`config.mk`:
```
export PLATFORM = sky130hd
export DESIGN_NAME = wbu
export DESIGN_NICKNAME = d
export VERILOG_FILES = /design/src/rtl/wbu.sv
export SDC_FILE = /design/constraint.sdc
export NUM_CORES = 1
export LEC_CHECK = 0
export ABC_AREA = 1
export CAP_MARGIN = 20
export CORE_MARGIN = 2
export CORE_UTILIZATION = 31
export DETAILED_ROUTE_END_ITERATION = 10
export PLACE_DENSITY_LB_ADDON = 0.12
export SYNTH_ARGS = -nofsm -noshare
export SYNTH_HDL_FRONTEND = slang
export SYNTH_SLANG_ARGS = --single-unit
```
`constraint.sdc`:
```
create_clock -name clk_i -period 1.8 [get_ports clk_i]
set_input_delay 0.36 -clock clk_i [delete_from_list [all_inputs] [get_ports clk_i]]
set_output_delay 0.36 -clock clk_i [all_outputs]
set_load 0.05 [all_outputs]
```
`src/rtl/wbu.sv`:
```
// Writeback unit: captures one retiring instruction per handshake, waits for load data and
// emits a single-cycle register-file write / commit pulse. WBU_FWD_EN adds pend_* outputs.
module wbu #(
   parameter int unsigned ADDR_WIDTH = 5,
   parameter int unsigned DATA_WIDTH = 32
) (
   input  logic                  clk_i,
   input  logic                  rst_ni,
   input  logic                  in_valid_i,
   output logic                  in_ready_o,
   input  logic [DATA_WIDTH-1:0] in_pc_i,
   input  logic [ADDR_WIDTH-1:0] in_rd_i,
   input  logic                  in_rd_wen_i,
   input  logic [1:0]            in_sel_i,
   input  logic [DATA_WIDTH-1:0] in_alu_result_i,
   input  logic [2:0]            in_mem_op_i,
   input  logic                  mem_rvalid_i,
   input  logic [DATA_WIDTH-1:0] mem_rdata_i,
   output logic                  rf_wen_o,
   output logic [ADDR_WIDTH-1:0] rf_rd_o,
   output logic [DATA_WIDTH-1:0] rf_wdata_o,
   output logic                  commit_valid_o,
   output logic [DATA_WIDTH-1:0] commit_pc_o
`ifdef WBU_FWD_EN
   ,
   output logic                  pend_valid_o,
   output logic [ADDR_WIDTH-1:0] pend_rd_o
`endif
);

   typedef enum logic [1:0] {StIdle, StWaitMem, StWrite} state_e;

   state_e                  state_q;
   logic [DATA_WIDTH-1:0]   pc_q;
   logic [ADDR_WIDTH-1:0]   rd_q;
   logic                    rd_wen_q;
   logic [1:0]              off_q;
   logic [2:0]              mem_op_q;

   logic                    rf_wen_q;
   logic [ADDR_WIDTH-1:0]   rf_rd_q;
   logic [DATA_WIDTH-1:0]   rf_wdata_q;
   logic                    commit_valid_q;
   logic [DATA_WIDTH-1:0]   commit_pc_q;

   logic                    hs;
   logic [DATA_WIDTH-1:0]   in_result;
   logic [7:0]              byte_sel;
   logic [15:0]             half_sel;
   logic [DATA_WIDTH-1:0]   load_data;

   assign in_ready_o = (state_q != StWaitMem);
   assign hs         = in_valid_i && in_ready_o;
   assign in_result  = (in_sel_i == 2'd2) ? in_pc_i + DATA_WIDTH'(4) : in_alu_result_i;

   // Halfword selection uses addr[1] only; addr[0] is deliberately ignored.
   always_comb begin
      byte_sel  = mem_rdata_i[{off_q, 3'b000} +: 8];
      half_sel  = off_q[1] ? mem_rdata_i[16 +: 16] : mem_rdata_i[0 +: 16];
      load_data = mem_rdata_i;
      case (mem_op_q)
         3'd0:    load_data = {{(DATA_WIDTH-8){byte_sel[7]}}, byte_sel};
         3'd1:    load_data = {{(DATA_WIDTH-16){half_sel[15]}}, half_sel};
         3'd4:    load_data = {{(DATA_WIDTH-8){1'b0}}, byte_sel};
         3'd5:    load_data = {{(DATA_WIDTH-16){1'b0}}, half_sel};
         default: load_data = mem_rdata_i;
      endcase
   end

   always_ff @(posedge clk_i or negedge rst_ni) begin
      if (!rst_ni) begin
         state_q        <= StIdle;
         pc_q           <= '0;
         rd_q           <= '0;
         rd_wen_q       <= 1'b0;
         off_q          <= '0;
         mem_op_q       <= '0;
         rf_wen_q       <= 1'b0;
         rf_rd_q        <= '0;
         rf_wdata_q     <= '0;
         commit_valid_q <= 1'b0;
         commit_pc_q    <= '0;
      end else begin
         rf_wen_q       <= 1'b0;
         commit_valid_q <= 1'b0;
         unique case (state_q)
            StIdle, StWrite: begin
               if (hs) begin
                  pc_q     <= in_pc_i;
                  rd_q     <= in_rd_i;
                  rd_wen_q <= in_rd_wen_i;
                  off_q    <= in_alu_result_i[1:0];
                  mem_op_q <= in_mem_op_i;
                  if (in_sel_i == 2'd1) begin
                     state_q <= StWaitMem;
                  end else begin
                     state_q        <= StWrite;
                     rf_wen_q       <= in_rd_wen_i && (in_rd_i != '0);
                     rf_rd_q        <= in_rd_i;
                     rf_wdata_q     <= in_result;
                     commit_valid_q <= 1'b1;
                     commit_pc_q    <= in_pc_i;
                  end
               end else begin
                  state_q <= StIdle;
               end
            end
            StWaitMem: begin
               if (mem_rvalid_i) begin
                  state_q        <= StWrite;
                  rf_wen_q       <= rd_wen_q && (rd_q != '0);
                  rf_rd_q        <= rd_q;
                  rf_wdata_q     <= load_data;
                  commit_valid_q <= 1'b1;
                  commit_pc_q    <= pc_q;
               end
            end
            default: state_q <= StIdle;
         endcase
      end
   end

   assign rf_wen_o       = rf_wen_q;
   assign rf_rd_o        = rf_rd_q;
   assign rf_wdata_o     = rf_wdata_q;
   assign commit_valid_o = commit_valid_q;
   assign commit_pc_o    = commit_pc_q;

`ifdef WBU_FWD_EN
   assign pend_valid_o = (state_q != StIdle) && rd_wen_q && (rd_q != '0);
   assign pend_rd_o    = rd_q;
`endif

endmodule

```
==> impl_metrics.csv <==
group,metric,value,unit
run_status,status,"completed",
floorplan,rows,54,
synth,synthTopCellsByArea,"dfrtp_1 42%, nand2_1 21%, nor2_1 7.3%",
global_route,gr-total-overflow,0,
synth,synthTopCellsByCount,"381 x nand2_1, 134 x nor2_1, 116 x dfrtp_1",
placed_design,io_buffer_count,182,
route,vias_per_cell,4.74,
route,wirelength,26100,um
critical_path,critPathTopFamily,"buffers and inverters",
global_route,track_usage,22.2,%
synth,synth_area_per_cell,6.70,um^2
placed_design,dpl.hpwl,19900,um
placed_design,post-place-cells,1523,
pwr,p_leak,4.98,nW
route,dr_total_vias,7404,
route,wl_per_cell,16.7,um
critical_path,critical-path-max-stage-delay,0.36,ns
placed_design,place_area,0.00940,mm^2
pwr,power_density,1060,mW/mm^2
synth,synth_cell_type_count,31,
sta,grt_setup_unrepaired,"true",
critical_path,crit_chain,"inv_2, nor2_4, inv_4, buf_12, buf_6",
finish,diodes,0,
route,dr.pass1.iters,5,
finish,seqCellArea,0.00290,mm^2
finish,fillers,2242,
global_route,first_global_vias,7156,
critical_path,critPathMaxFanout,15,
synth,yosysSeqAreaShare,42.1,%
worst_hold_path,holdCritPathClass,"primary input to flop",
floorplan,die-area,0.0235,mm^2
global_route,antenna_found_initial,0,
clock_network,cts_buffers,17,
clock_network,cts-root-buf,"clkbuf_16",
finish,design_area,0.0102,mm^2
synth,syn_nets,1141,
sta,fmax,594,MHz
clock_network,ctsHtreeMaxLevel,4,
clock_network,cts_num_sinks,116,
synth,yosysWarnings,0,
critical_path,worstPathArrival,1.32,ns
finish,layout.cells.non_filler,1562,
clock_network,clock_path_buffers,2,
synth,synth_edf_count,0,
synth,synth_top_area_share,42.1,%
finish,final_net_count,1381,
sta,final-setup-viol-count,0,
pwr,ir_drop,0.000664,V
clock_network,clk_pin_slew,0.06,ns
finish,layout-drive-gt1-share,17.8,%
synth,synth_most_common_cell,"nand2_1",
critical_path,crit_type,"flop to output pin",
floorplan,core,0.0218,mm^2
finish,multi_input_area,0.00350,mm^2
clock_network,cts_tree,"yes",
placed_design,place_ws,-0.385,ns
route,postRouteAntennaNets,0,
sta,layout_setup_ws,0.117,ns
route,drt_iter0_drc,495,
synth,syn_area,0.00690,mm^2
synth,ys_ff_latch,116,
route,route.detailed.drc,0,
clock_network,clock_latency,0.41,ns
sta,fin_crit,1.68,ns
sta,slew_headroom,65.0,%
global_route,grt_pass1_wl,40600,um
synth,synth_area_leader_cell,"dfrtp_1",
floorplan,initial_utilization,31.6,%
finish,synthToLayoutAreaGrowth,47.4,%
synth,synth_top_flop_cell,"dfrtp_1",
floorplan,top_level_ports,183,
sta,worst_pin_slew,0.525,ns
job,maxCapViolations,0,
critical_path,cp_slowest_cell,"dfrtp_1",
critical_path,startpoint_type,"flop",
sta,fin_crit_sh,93.5,%
critical_path,critPathBufInv,4,
global_route,grt_max_degree,62,
floorplan,die_y,153,um
critical_path,critPathCaptureType,"output pin",
sta,drv_slew,0,
floorplan,die_x,153,um
critical_path,required,1.44,ns
sta,hold_viol,0,
synth,async_flop_share,100,%
placed_design,gpl.final_weighted_congestion,0.885,
synth,syn_inst,1029,
sta,skew,0.0116,ns
[layout by cell type (no fill, tap or decap), types with 9 or more instances in the layout]
cell / synthesis / layout
nand2_1: 381 / 380
clkdlybuf4s50_1: 0 / 103
a21oi_1: 63 / 63
inv_1: 66 / 65
clkbuf_16: 0 / 18
buf_12: 0 / 9
a31oi_1: 37 / 37
nand3_1: 61 / 61
dfrtp_1: 116 / 116
buf_4: 4 / 153
nor2_1: 134 / 128
o21ai_0: 68 / 68
[metal layers]
layer  up-vias  global-route usage (%)  part of all wire (%)
li1       3792                       -                     -
met1      3395                    32.0                    48
met2       203                    34.9                    46
met3        14                    3.77                   4.6
met4         0                    5.25                  0.80
met5         -                       0                     0
[state kept, by name, indices dropped and copies added, names as in the netlist]
name            cells
commit_pc_o        32
pc_q               32
rf_wdata_o         32
rd_q                5
rf_rd_o             5
mem_op_q            3
off_q               2
state_q             2
commit_valid_o      1
rd_wen_q            1
rf_wen_o            1
[tightest hold or removal path, stage by stage]
cell            delay, ns
dlymetal6s2s_1       0.18
nand2_1              0.09
nand2_1              0.05
[stage by stage]
stage,hold WS [ns],setup TNS [ns],total power [mW],utilization (%)
global route,0.292,-0.0417,11.3,46.6
floorplan,0.0644,0,5.65,-
detailed placement,0.370,-7.99,7.21,43.1
finish,0.296,0,10.7,46.6
global placement,0.374,-7.58,7.19,43.1
CTS,0.473,0,10.8,46.2
[area by class of cell]
type,count,share of cell area (%)
clock inverter,12,1.53
sequential,116,28.6
tap,280,3.45
multi-input combinational,786,34.4
timing repair buffer,276,24.8
clock buffer,20,4.49
inverter,72,2.71
[logic make-up (layout without fill, tap and decap cells)]
kind of cell / count (synthesis) / after routing / synth area share (%)
AND/OR/NAND/NOR: 606 / 607 / 36.0
AO/OA/AOI/OAI: 176 / 176 / 13.7
buffers and inverters: 128 / 380 / 7.77
flip-flops: 116 / 116 / 42.1
XOR/XNOR: 2 / 2 / 0.254
adder cells (fa/ha/maj): 1 / 1 / 0.181
[worst paths after layout]
check / start / to / slack (ns) / cells past startpoint
max reg2reg: state_q[0] / rf_wdata_o[3] / 0.21 / 9
max: state_q[0] / in_ready_o / 0.12 / 5
min reg2reg: pc_q[9] / pc_q[9] / 0.47 / 2
min in group asynchronous: rst_ni / commit_pc_o[9] / 0.47 / 2
min: in_pc_i[3] / pc_q[3] / 0.30 / 3
max in group asynchronous: rst_ni / rf_wdata_o[12] / 0.71 / 3
[repair_timing]
| item | in CTS | in global routing |
|---|---|---|
| resized for setup | 2 | 16 |
| buffers inserted | 2 | 1 |
| pin swaps | 1 | 3 |
| endpoints found under the hold margin | 31 | 0 |
| cloned | 1 | 2 |
| setup endpoints to repair | 1 | 21 |
| hold buffers | 1 | 0 |
[report_power, final]
group | switching (mW) | internal (mW) | leakage, nW
Combinational | 2.52 | 1.30 | 3.32
Sequential | 0.302 | 3.08 | 1.38
Clock | 1.28 | 2.25 | 0.284
Total | 4.10 | 6.62 | 4.98
Note: power is estimated with default switching activity, not from simulation.
